**config.mk**
```make
export PLATFORM = sky130hd
export DESIGN_NAME = io_bus_arbiter_flat
export DESIGN_NICKNAME = d
export VERILOG_FILES = /design/src/rtl/io_bus_arbiter_pkg.sv /design/src/rtl/io_bus_arbiter_if.sv /design/src/rtl/rr_arb2.sv /design/src/rtl/io_bus_arbiter.sv /design/src/flat_wrapper.sv
export SDC_FILE = /design/constraint.sdc
export NUM_CORES = 1
export LEC_CHECK = 0
export BUFFER_PORTS_ARGS = -buffer_cell sky130_fd_sc_hd__buf_2
export CORE_MARGIN = 4
export CORE_UTILIZATION = 31
export CTS_CLUSTER_SIZE = 10
export DETAILED_ROUTE_END_ITERATION = 12
export GPL_ROUTABILITY_DRIVEN = 0
export SYNTH_ARGS = -nofsm -noshare
export SYNTH_HDL_FRONTEND = slang
export SYNTH_SLANG_ARGS = --single-unit
```
**constraint.sdc**
```tcl
create_clock -name clk -period 8.9 [get_ports clk]
set_input_delay 0.445 -clock clk [delete_from_list [all_inputs] [get_ports clk]]
set_output_delay 0.445 -clock clk [all_outputs]
set_load 0.02 [all_outputs]
```
**src/rtl/io_bus_arbiter_pkg.sv**
```systemverilog
// Shared I/O bus definitions: arbiter FSM encoding, idle address and peripheral map.
package io_bus_arbiter_pkg;

    typedef enum logic [1:0] {
        ST_IDLE = 2'd0,
        ST_ADDR = 2'd1,
        ST_DATA = 2'd2
    } bus_state_t;

    // Parked bus address; nothing on the peripheral map decodes it.
    localparam logic [31:0] IDLE_ADDR_DEFAULT = 32'h0000_0000;

    localparam logic [31:0] LEDG_ADDR = 32'hF000_0008;

endpackage

```
**src/rtl/io_bus_arbiter_if.sv**
```systemverilog
// Bundle of the two master request ports and the shared peripheral bus.
interface io_bus_arbiter_if;

    logic        m0_req;
    logic        m1_req;
    logic [31:0] m0_addr;
    logic [31:0] m1_addr;
    logic [31:0] m0_wdata;
    logic [31:0] m1_wdata;
    logic        m0_we;
    logic        m1_we;
    logic        m0_gnt;
    logic        m1_gnt;
    logic        m0_done;
    logic        m1_done;
    logic [31:0] m_rdata;
    logic [31:0] abus;
    logic [31:0] dbus;
    logic        wren;
    logic [31:0] rdbus;

    // Arbiter side.
    modport slave (
        input  m0_req, m1_req, m0_addr, m1_addr, m0_wdata, m1_wdata, m0_we, m1_we, rdbus,
        output m0_gnt, m1_gnt, m0_done, m1_done, m_rdata, abus, dbus, wren
    );

    // Masters and peripherals side.
    modport master (
        output m0_req, m1_req, m0_addr, m1_addr, m0_wdata, m1_wdata, m0_we, m1_we, rdbus,
        input  m0_gnt, m1_gnt, m0_done, m1_done, m_rdata, abus, dbus, wren
    );

endinterface

```
**src/rtl/rr_arb2.sv**
```systemverilog
// Two-way round-robin pick: on a tie the requester not granted last wins.
module rr_arb2 (
    input  logic [1:0] req,
    input  logic       last,
    output logic       winner,
    output logic       valid
);

    always_comb begin
        valid  = |req;
        winner = 1'b0;
        if (&req) begin
            winner = ~last;
        end else begin
            winner = req[1];
        end
    end

endmodule

```
**src/rtl/io_bus_arbiter.sv**
```systemverilog
// Two-master arbiter for the shared I/O bus; every transfer is IDLE -> ADDR -> DATA.
module io_bus_arbiter
    import io_bus_arbiter_pkg::*;
#(
    parameter logic [31:0] IDLE_ADDR = IDLE_ADDR_DEFAULT
) (
    input  logic            clk,
    input  logic            reset,
    io_bus_arbiter_if.slave bus
);

    bus_state_t  state_reg;
    logic        last_reg;
    logic        id_reg;
    logic        we_reg;
    logic [31:0] addr_reg;
    logic [31:0] wdata_reg;
    logic [31:0] rdata_reg;

    logic [1:0]  req;
    logic        winner;
    logic        win_valid;
    logic        in_xfer;
    logic [1:0]  gnt_vec;
    logic [1:0]  done_vec;

    assign req = {bus.m1_req, bus.m0_req};

    rr_arb2 u_rr_arb2 (
        .req    (req),
        .last   (last_reg),
        .winner (winner),
        .valid  (win_valid)
    );

    always_ff @(posedge clk or posedge reset) begin
        if (reset) begin
            state_reg <= ST_IDLE;
            last_reg  <= 1'b1;
            id_reg    <= 1'b0;
            we_reg    <= 1'b0;
            addr_reg  <= '0;
            wdata_reg <= '0;
            rdata_reg <= '0;
        end else begin
            case (state_reg)
                ST_IDLE: begin
                    if (win_valid) begin
                        id_reg    <= winner;
                        last_reg  <= winner;
                        addr_reg  <= winner ? bus.m1_addr  : bus.m0_addr;
                        wdata_reg <= winner ? bus.m1_wdata : bus.m0_wdata;
                        we_reg    <= winner ? bus.m1_we    : bus.m0_we;
                        state_reg <= ST_ADDR;
                    end
                end
                ST_ADDR: begin
                    state_reg <= ST_DATA;
                end
                ST_DATA: begin
                    if (!we_reg) begin
                        rdata_reg <= bus.rdbus;
                    end
                    state_reg <= ST_IDLE;
                end
                default: begin
                    state_reg <= ST_IDLE;
                end
            endcase
        end
    end

    assign in_xfer = (state_reg != ST_IDLE);

    for (genvar gi = 0; gi < 2; gi++) begin : g_owner
        assign gnt_vec[gi]  = in_xfer && (id_reg == 1'(gi));
        assign done_vec[gi] = (state_reg == ST_DATA) && (id_reg == 1'(gi));
    end

    assign bus.m0_gnt  = gnt_vec[0];
    assign bus.m1_gnt  = gnt_vec[1];
    assign bus.m0_done = done_vec[0];
    assign bus.m1_done = done_vec[1];

    assign bus.abus = in_xfer ? addr_reg : IDLE_ADDR;
    assign bus.dbus = (state_reg == ST_ADDR) ? wdata_reg : '0;
    assign bus.wren = (state_reg == ST_ADDR) && we_reg;

    // Peripherals answer one cycle after the address, so read data is only
    // present on rdbus during DATA; pass it through there and hold it afterwards.
    assign bus.m_rdata = (state_reg == ST_DATA && !we_reg) ? bus.rdbus : rdata_reg;

endmodule

```
**src/flat_wrapper.sv**
```systemverilog
// flat-port wrapper written by rule: the top's interface ports become plain ports
module io_bus_arbiter_flat import io_bus_arbiter_pkg::*;
#(
    parameter logic [31:0] IDLE_ADDR = IDLE_ADDR_DEFAULT
)
  (clk, reset, bus_m0_req, bus_m1_req, bus_m0_addr, bus_m1_addr, bus_m0_wdata, bus_m1_wdata, bus_m0_we, bus_m1_we, bus_rdbus, bus_m0_gnt, bus_m1_gnt, bus_m0_done, bus_m1_done, bus_m_rdata, bus_abus, bus_dbus, bus_wren);
  io_bus_arbiter_if bus_i ();
  input  logic clk;
  input  logic reset;
  input wire logic [$bits(bus_i.m0_req)-1:0] bus_m0_req;
  input wire logic [$bits(bus_i.m1_req)-1:0] bus_m1_req;
  input wire logic [$bits(bus_i.m0_addr)-1:0] bus_m0_addr;
  input wire logic [$bits(bus_i.m1_addr)-1:0] bus_m1_addr;
  input wire logic [$bits(bus_i.m0_wdata)-1:0] bus_m0_wdata;
  input wire logic [$bits(bus_i.m1_wdata)-1:0] bus_m1_wdata;
  input wire logic [$bits(bus_i.m0_we)-1:0] bus_m0_we;
  input wire logic [$bits(bus_i.m1_we)-1:0] bus_m1_we;
  input wire logic [$bits(bus_i.rdbus)-1:0] bus_rdbus;
  output wire logic [$bits(bus_i.m0_gnt)-1:0] bus_m0_gnt;
  output wire logic [$bits(bus_i.m1_gnt)-1:0] bus_m1_gnt;
  output wire logic [$bits(bus_i.m0_done)-1:0] bus_m0_done;
  output wire logic [$bits(bus_i.m1_done)-1:0] bus_m1_done;
  output wire logic [$bits(bus_i.m_rdata)-1:0] bus_m_rdata;
  output wire logic [$bits(bus_i.abus)-1:0] bus_abus;
  output wire logic [$bits(bus_i.dbus)-1:0] bus_dbus;
  output wire logic [$bits(bus_i.wren)-1:0] bus_wren;
  assign bus_i.m0_req = bus_m0_req;
  assign bus_i.m1_req = bus_m1_req;
  assign bus_i.m0_addr = bus_m0_addr;
  assign bus_i.m1_addr = bus_m1_addr;
  assign bus_i.m0_wdata = bus_m0_wdata;
  assign bus_i.m1_wdata = bus_m1_wdata;
  assign bus_i.m0_we = bus_m0_we;
  assign bus_i.m1_we = bus_m1_we;
  assign bus_i.rdbus = bus_rdbus;
  assign bus_m0_gnt = bus_i.m0_gnt;
  assign bus_m1_gnt = bus_i.m1_gnt;
  assign bus_m0_done = bus_i.m0_done;
  assign bus_m1_done = bus_i.m1_done;
  assign bus_m_rdata = bus_i.m_rdata;
  assign bus_abus = bus_i.abus;
  assign bus_dbus = bus_i.dbus;
  assign bus_wren = bus_i.wren;
  io_bus_arbiter #(.IDLE_ADDR(IDLE_ADDR)) u_core (.clk(clk), .reset(reset), .bus(bus_i));
endmodule
```
Word-level counts from Yosys, hierarchy flattened
Index checks and enable logic that the tools add are counted.
{"block": "word_totals", "reg_bits": 101, "out_inout_bits": 101, "word_cells": 35}
{"block": "op_classes", "eq_ne": 3, "n_mux": 9, "bitwise": 3, "reduce_logical": 13}
{"cell": "2-to-1 mux 32 bit", "count": 5}
{"cell": "logical AND 1 bit", "count": 6}
{"cell": "AND reduction 2 bit", "count": 3}
{"cell": "one-hot mux 2 bit (2 select lines)", "count": 1}
{"cell": "NOT 1 bit", "count": 3}
{"cell": "equality test 2 x 1 -> 1 bit, second input constant", "count": 1}
{"cell": "equality test 2 bit, second input constant", "count": 1}
{"cell": "zero test 2 bit", "count": 1}
{"cell": "2-to-1 mux 1 bit", "count": 2}
{"cell": "2-to-1 mux 2 bit", "count": 1}
{"cell": "inequality test 2 bit, second input constant", "count": 1}
{"cell": "nonzero test 2 bit", "count": 1}
{"cell": "OR reduction 2 bit", "count": 1}
{"cell": "zero test 1 bit", "count": 1}

Depth between registers and ports, before layout
Gate-level depths: netlist of the first run.
{"block": "depth", "ltp_word": 3, "depth_mapped": 5, "ltp_nobuf": 3}

By module
Synthesis of the first run repeated with hierarchy kept, for this count alone.
{"block": "hier_totals", "cells_unflattened": 400, "hier_area_um2": 5441.5}
{"module": "io_bus_arbiter", "n_inst": 1, "cells_per_inst": 398, "area_per_inst_um2": 5427.7, "seq_area_each_um2": 2528.7}
{"module": "rr_arb2", "n_inst": 1, "cells_per_inst": 2, "area_per_inst_um2": 13.8, "seq_area_each_um2": 0.0}

Least setup slack after synthesis of the first run
OpenSTA, ideal clock, no wires.
{"block": "synth_timing", "kind": "flip-flop to output port", "start": "reg u_core.state_reg[0]", "end": "out bus_m_rdata[27]", "arrival_ps": 1468, "setup_slack_ps": 6987, "stages_incl_launch_ff": 5, "n_path_buf": 1, "cell_sequence": "dfrtp_1 -> nand2b_1 -> nor2_2 -> buf_2 -> mux2_1"}
{"block": "synth_via", "elab_chain_len": 3}
{"element": "start: declaration", "line_no": "io_bus_arbiter.sv:12", "text": "bus_state_t state_reg;"}
{"element": "start signal: assignment", "line_no": "io_bus_arbiter.sv:38", "text": "state_reg <= ST_IDLE;"}
{"element": "start signal: assignment", "line_no": "io_bus_arbiter.sv:54", "text": "state_reg <= ST_ADDR;"}
{"element": "start signal: assignment", "line_no": "io_bus_arbiter.sv:58", "text": "state_reg <= ST_DATA;"}
{"element": "equality test 2 bit", "line_no": "io_bus_arbiter.sv:91", "text": "assign bus.m_rdata = (state_reg == ST_DATA && !we_reg) ? bus.rdbus : rdata_reg;"}
{"element": "logical AND 1 bit", "line_no": "io_bus_arbiter.sv:91"}
{"element": "2-to-1 mux 32 bit", "line_no": "io_bus_arbiter.sv:91"}
{"element": "end: declaration", "line_no": "flat_wrapper.sv:23", "text": "output wire logic [$bits(bus_i.m_rdata)-1:0] bus_m_rdata;"}
Every way passes these cells.

Worst setup path after layout of the first run
{"block": "layout_timing", "start": "reg u_core.state_reg[0]", "end": "out bus_m_rdata[31]"}
The elaborated chain is that of the path after synthesis.

==> metrics.txt, run 1 <==
CP endpoint kind output pin; CP Data Required Time 8460 ps; Startpoint Class register; Mapped Avg Cell Area 14.16 sq um; DRC Markers 0; Num CTS Buffers 9; vias per cell 4.480; post-synthesis sequential area ratio 0.4441; Critical Path Stages 5; initial antenna violation count 0; Cell variety after synth 20; crit path DAT 2280 ps; Worst Skew 7.945 ps; all-layer global routing usage 0.1288; Most Used Layer, Global Route met2; power per standard cell area 364.4 nW/um^2; Skew-Pair Late Insertion Delay 340 ps; Worst setup endpoint bus_m_rdata[31]; worst r2r dst u_core.wdata_reg[23]; #FFs+latches synth 101; chip height 143.5 microns; CTS tree done; Critical Path Start u_core.state_reg[0]; DRT Pass-1 Iters 4; Ys Warns 0; Tmin final 2722 ps; outcome complete, no violations; critical path class register to output pin; final setup violation count 0; number of diodes 0; initial core utilization 0.3159; final net count 825; period utilisation layout 0.3059; DP HPWL 10330 microns; H-tree Lvls 3; TNS Setup 0 ps; global route overflow 0; Hold Path Class input port to asynchronous set/reset pin; finished layout cell area 7461 sq um; Slew Limit Fails 0; met1 GRT Util 0.1597; layout cell share with drive strength beyond 1 0.7274; cell family with most CP delay buffers and inverters; postcts setup bufs 0; mean routed wirelength per cell 15.52 microns; vias in the first global route 4324; root buffer cell clkbuf_16; max_slew headroom 0.2568; DRT antenna net count 0; RSZ-0062 raised after global routing no; synth-to-layout area growth 31.03%; Fill cells 1708; clk buf depth 2; row count 49; clk slew on worst S/H paths 70 ps; max-cap check violation count 0; placed instance area 7186 sq um; Slowest-stage cell, CP buf_4; post_cts resized 0; Critical Path Fanout Max 64; syn nets 568; Hold Violations, Final 0; max frequency 367.4 MHz; largest net degree at the start of global routing 69; WL final 13860 microns; reg2reg setup slack 6470 ps; slowest cell delay on critical path 590 ps; die area 20600 sq um; Cells after Synth 402; CTS Hold Bufs 0; first-pass GRT wire length 21220 microns; number of port buffers 266; TritonCTS Sinks 101; met2 Use GR 0.2131; path depth of the worst reg2reg path 4; critical-path cell list nand2b_1 > nor2_4 > buf_4 > mux2_2 > buf_2; synthesized area 5694 sq um; Via Count 4001; Buf/Inv on CP 2; IO Count 267; worst flop-to-flop path startpoint u_core.last_reg; Core Region 18020 sq um; worst slew pin tran 1115 ps; Chip Width 143.5 microns; Max rail drop VDD 0.0001911 V; met3 usage 0.04226; Leak Pwr 3.763 nW; Iteration-0 DRC Markers 70
[worst min-delay path by stage]
stage                                    start              endpoint  slack (ps)  cells after the start
after CTS                                reset  u_core.rdata_reg[28]         170                      2
after global routing                     reset  u_core.rdata_reg[28]         200                      2
after detailed placement  u_core.rdata_reg[20]  u_core.rdata_reg[20]         470                      1
final                                    reset  u_core.rdata_reg[28]         150                      2
after global placement    u_core.rdata_reg[20]  u_core.rdata_reg[20]         460                      1
after floorplan           u_core.rdata_reg[20]  u_core.rdata_reg[20]         450                      1
[through the flow]
step	utilization	power, mW	std cells	worst slack (ps)	hold slack (ps)
2_1_floorplan	-	1.962	402	5810	454.1
3_5_place_dp	0.3987	2.381	877	6388	472.1
6_report	0.4139	2.719	893	6178	152.6
5_1_grt	0.4139	2.896	893	6060	202.4
4_1_cts	0.4139	2.771	893	6143	174.1
3_3_place_gp	0.3987	2.344	877	6438	463.5
[metal layers]
metal | part of all wire | routed length (microns) | vias to the layer above
met5 | 0 | 0 | -
met4 | 0.014 | 195 | 0
met3 | 0.085 | 1182 | 15
met2 | 0.48 | 6669 | 167
met1 | 0.42 | 5808 | 1910
li1 | - | - | 1909
[synth_stat cells]
library cell  count  area [sq um]
buf_4             4         30.03
dfstp_2           1         26.28
and2_1           33         206.5
nor2_1            5         18.77
o21ai_0           2         10.01
buf_2             8         40.04
mux2_1            5         56.30
nand2b_1          2         12.51
inv_1             3         11.26
nor2b_1          32         200.2
mux2_4           78          1171
a21bo_2           1         10.01
dfrtp_1         100          2502
and2b_1           1         7.510
buf_8             2         30.03
clkbuf_1          6         22.52
nor2_2            1         6.260
mux2_2          111          1250
buf_6             6         67.56
o21a_4            1         15.01
[area by class of cell]
cell class,instances,area (sq um),share of cell area
multi-input combinational,272,2980,0.3995
sequential,101,2529,0.3389
timing repair buffer,272,1376,0.1845
tap,229,286.5,0.03840
clock buffer,10,229.0,0.03069
clock inverter,6,46.29,0.006205
inverter,3,13.76,0.001845
[power by group]
part | internal [mW] | total, mW | switching (mW)
Combinational | 0.753 | 1.53 | 0.780
Clock | 0.192 | 0.370 | 0.178
Sequential | 0.700 | 0.816 | 0.117
[cell usage in the layout, fill, tap and decap left out]
| cell type | count |
|---|---|
| mux2_4 | 78 |
| and2_1 | 33 |
| inv_6 | 2 |
| dfrtp_1 | 100 |
| inv_4 | 1 |
| buf_2 | 266 |
| o21ai_0 | 2 |
| clkinv_4 | 1 |
| and2b_1 | 1 |
| buf_4 | 6 |
| mux2_1 | 5 |
| clkbuf_1 | 1 |
| nand2b_1 | 2 |
| clkinv_2 | 1 |
| inv_1 | 2 |
| nor2_1 | 4 |
| clkbuf_16 | 9 |
| clkinvlp_4 | 2 |
| a21bo_4 | 1 |
| dfstp_2 | 1 |
| o21a_4 | 1 |
| nor2b_2 | 1 |
| nor2_4 | 1 |
| nor2b_1 | 31 |
| mux2_2 | 111 |
| nor2_2 | 1 |
[kinds of logic after synthesis]
family,after synthesis,share of synthesized area
multiplexers,194,0.4351
flip-flops,101,0.4441
AND/OR/NAND/NOR,74,0.07932
buffers and inverters,29,0.03538
AO/OA/AOI/OAI,4,0.006152
(Power assumes the default switching activity.)
==> inputs of run 2 (changes only) <==
- clock period: 8.9 -> 2.3 ns (I/O delays scaled with it)
==> run 2 against run 1 <==
- power increased to 3.9 times the previous value
- clock power increased to 3.9 times the previous value
- register-to-register slack got worse by 5900 ps
- wire length increased by 1.2%
==> metrics.txt, run 2 (synthesized netlist as in run 1, its figures left out) <==
TritonCTS Sinks 101; critical-path cell list nand2b_1 > nor2_4 > buf_12 > mux2_2 > buf_2; Slowest-stage cell, CP dfrtp_1; most frequent cells in the layout 266 x buf_2, 111 x mux2_2, 100 x dfrtp_1; Tmin final 2078 ps; number of diodes 0; final net count 835; clk buf depth 2; commonest non-fill, non-tap cell in the layout buf_2; TNS Setup 0 ps; first-pass GRT wire length 21240 microns; Skew-Pair Late Insertion Delay 340 ps; slowest cell delay on critical path 400 ps; Startpoint Class register; Critical Path Stages 5; cell family with most CP delay buffers and inverters; initial core utilization 0.3159; period utilisation layout 0.9036; CP Data Required Time 2180 ps; vias in the first global route 4302; chip height 143.5 microns; hold path depth 2; WL final 14020 microns; max-cap check violation count 0; DP HPWL 10430 microns; Worst Skew 11.25 ps; worst slew pin tran 531.9 ps; synth-to-layout area growth 34.08%; Core Region 18020 sq um; CP endpoint kind output pin; largest net degree at the start of global routing 102; die area 20600 sq um; max_slew headroom 0.6454; Via Count 4040; number of port buffers 266; root buffer cell clkbuf_16; layout cell share with drive strength beyond 1 0.7226; Leak Pwr 3.837 nW; Hold Path Class input port to register; mean routed wirelength per cell 15.52 microns; CTS tree done; Hold Violations, Final 0; DRT antenna net count 0; outcome complete, no violations; IO Count 267; critical path class register to output pin; post_cts resized 0; initial antenna violation count 0; max frequency 481.2 MHz; RSZ-0062 raised after global routing no; DRC Markers 0; finished layout cell area 7635 sq um; DRT Pass-1 Iters 4; Slew Limit Fails 0; all-layer global routing usage 0.1296; placed instance area 7284 sq um; H-tree Lvls 3; Chip Width 143.5 microns; Critical Path Fanout Max 64; power per standard cell area 1396 nW/um^2; Buf/Inv on CP 2; clk slew on worst S/H paths 80 ps; crit path DAT 1960 ps; Pwr Total 10.66 mW; vias per cell 4.474; Num CTS Buffers 9; Iteration-0 DRC Markers 111; global route overflow 0; final setup violation count 0; Max rail drop VDD 0.0006061 V; path depth of the worst reg2reg path 4; row count 49
-- run 2: changes by cell type in the layout (fill, tap and decap cells not counted), sizes merged --
| cell | change |
|---|---|
| inv | +1 |
| dlygate4sd3 | +7 |
| buf | +3 |
| clkbuf | -1 |
-- run 2: power breakdown --
part           switching, mW  total (mW)  leakage (nW)  internal (mW)
combinational           3.05        6.05          2.51           2.99
clock                  0.701        1.45         0.139          0.750
sequential             0.455        3.16          1.19           2.71
-- run 2: layout make-up --
cell class | count | area (sq um)
tap | 229 | 286.5
inverter | 3 | 15.01
timing repair buffer | 282 | 1544
clock buffer | 9 | 225.2
fill | 1723 | 10390
sequential | 101 | 2529
clock inverter | 7 | 55.05
multi-input combinational | 272 | 2980
-- run 2: through the flow --
stage                     hold WS (ps)  setup WS (ps)  instances    util
after floorplan                  249.7          659.6        402       -
after global placement           322.6          643.3        880  0.4041
after detailed placement         328.5          603.3        880  0.4041
after CTS                        3.729          197.2        903  0.4236
after global routing             6.891          130.9        903  0.4236
final                            25.61          221.7        903  0.4236
-- run 2: repair_timing --
| item | CTS | global route |
|---|---|---|
| hold buffers | 7 | 0 |
| setup buffers | 0 | 0 |
| endpoints found under the hold margin | 106 | 0 |
-- run 2: path summary, 6_finish.rpt --
check	startpoint	end	slack, ps
min in group asynchronous	reset	u_core.wdata_reg[8]	480
max in group asynchronous	reset	u_core.last_reg	1420
hold reg to reg	u_core.wdata_reg[27]	u_core.wdata_reg[27]	500
hold / removal	bus_rdbus[19]	u_core.rdata_reg[19]	30
setup / recovery	u_core.state_reg[0]	bus_m_rdata[31]	220
setup reg to reg	u_core.last_reg	u_core.wdata_reg[23]	620
-- run 2: layer usage --
metal  GRT usage  up-vias  wire length, microns
li1            -     1935                     -
met1      0.1574     1925                  5689
met2      0.2200      165                  6875
met3     0.03627       15                  1211
met4     0.04708        0                   238
met5           0        -                     0
==> inputs of run 3 (changes only) <==
==> constraint.sdc (replaced) <==
create_clock -name clk -period 2.3 [get_ports clk]
set_input_delay 0 -clock clk [delete_from_list [all_inputs] [get_ports clk]]
set_output_delay 0 -clock clk [all_outputs]
set_load 0.02 [all_outputs]
==> run 3 against run 2 <==
- global-route usage up 1.7 points
- clock skew down 6.2 ps
- cell count up 9.6%
- highest routed layer unchanged
- final area up 12%
- critical path type is now register to register
- via count up 10%
==> metrics.txt, run 3 (synthesized netlist as in run 1, its figures left out) <==
Seq pwr share 0.285; Hold Violations, Final 0; Max rail drop VDD 0.0008372 V; all-layer global routing usage 0.1465; max-cap check violation count 0; initial antenna violation count 0; mean routed wirelength per cell 16.02 microns; Internal Power 6.844 mW; clk slew on worst S/H paths 70 ps; number of diodes 0; chip height 143.5 microns; vias per cell 4.489; Sw Pwr 4.287 mW; power per standard cell area 1297 nW/um^2; Hold Path Class input port to register; Startpoint Class register; DRT antenna net count 0; vias in the first global route 4965; Logic pwr share 0.562; Chip Width 143.5 microns; Worst Skew 5.064 ps; max frequency 439.4 MHz; RSZ-0062 raised after global routing yes; root buffer cell clkbuf_16; Most Used Layer, Global Route met2; first-pass GRT wire length 24160 microns; initial core utilization 0.3159; CP Data Required Time 2530 ps; WL final 15860 microns; die area 20600 sq um; worst slew pin tran 585.1 ps; largest net degree at the start of global routing 102; Critical Path Fanout Max 27; max_slew headroom 0.6099; DP HPWL 10370 microns; CP endpoint kind register; DP Worst Slack 571.1 ps; post-route setup slack 24.23 ps; layout cell share with drive strength beyond 1 0.6399; met2 Use GR 0.2666; Leak Pwr 4.229 nW; Tmin final 2276 ps; IO Count 267; crit path DAT 2510 ps; outcome complete, no violations; most frequent cells in the layout 266 x buf_2, 111 x mux2_2, 100 x dfrtp_1; period utilisation layout 0.9895; Core Region 18020 sq um; critical path class register to register; number of port buffers 266; final setup violation count 0; DRT Pass-1 Iters 4; Via Count 4444; Num CTS Buffers 9; commonest non-fill, non-tap cell in the layout buf_2; TNS Setup 0 ps; Slew Limit Fails 0; H-tree Lvls 3; Switching Fraction 0.3852; Layout Utilization 0.4763; clock network fraction of total power 0.152; postcts setup bufs 0; synth-to-layout area growth 50.76%; row count 49; final net count 922; global route overflow 0; Skew-Pair Late Insertion Delay 340 ps; DRC Markers 0; clk buf depth 2; met1 GRT Util 0.1598; CTS tree done; Iteration-0 DRC Markers 116; met3 usage 0.04725; TritonCTS Sinks 101
## run 3: repair_timing
action                     in CTS  in global routing
hold buffers                   93                  1
setup endpoints to repair       0                  7
hold endpoints to repair      169                  1
resized for setup               0                  1
## run 3: path summary, 6_finish.rpt
kind / startpoint / to / slack (ps) / depth (start not counted)
min reg2reg: u_core.addr_reg[10] / u_core.addr_reg[10] / 500 / 1
min in group asynchronous: reset / u_core.rdata_reg[28] / 340 / 4
max: u_core.last_reg / u_core.addr_reg[6] / 20 / 5
max reg2reg: u_core.last_reg / u_core.addr_reg[6] / 20 / 5
max in group asynchronous: reset / u_core.wdata_reg[16] / 1480 / 4
min: bus_m0_wdata[20] / u_core.wdata_reg[20] / 20 / 3
## run 3: power by group through the flow
stage               Sequential, mW  Clock [mW]  Combinational [mW]
floorplan                     3.02           0                4.57
global placement              3.14           0                6.03
detailed placement            3.18           0                6.11
CTS                           3.17        1.77                6.30
global route                  3.28        1.84                6.71
finish                        3.17        1.70                6.26
## run 3: cell type report
cell class / instances / area [sq um]
clock buffers: 10 / 239.0
well taps: 229 / 286.5
clock inverters: 6 / 95.09
fillers: 1601 / 9440
multi-input cells: 272 / 2980
inverters: 3 / 15.01
flip-flops and latches: 101 / 2529
repair buffers: 369 / 2440
## run 3: through the flow
| step | area (sq um) | hold WS [ps] | power (mW) | cells |
|---|---|---|---|---|
| global placement | 7277 | 211.6 | 9.170 | 879 |
| finish | 8584 | 16.64 | 11.13 | 990 |
| global route | 8584 | 1.749 | 11.84 | 990 |
| floorplan | 5698 | 134.7 | 7.592 | 402 |
| CTS | 8542 | 0.1250 | 11.24 | 988 |
| detailed placement | 7277 | 226.4 | 9.293 | 879 |
## run 3: worst max-delay path: stages (launching register included)
cell	delay (ps)
dfstp_2	540
a21bo_4	200
buf_12	230
mux2_2	360
dlygate4sd3_1	570
mux2_2	260
## run 3: per-layer routing
layer	vias to the layer above	wire length [microns]
li1	2107	-
met1	2135	6218
met2	176	8027
met3	26	1324
met4	0	284
met5	-	0
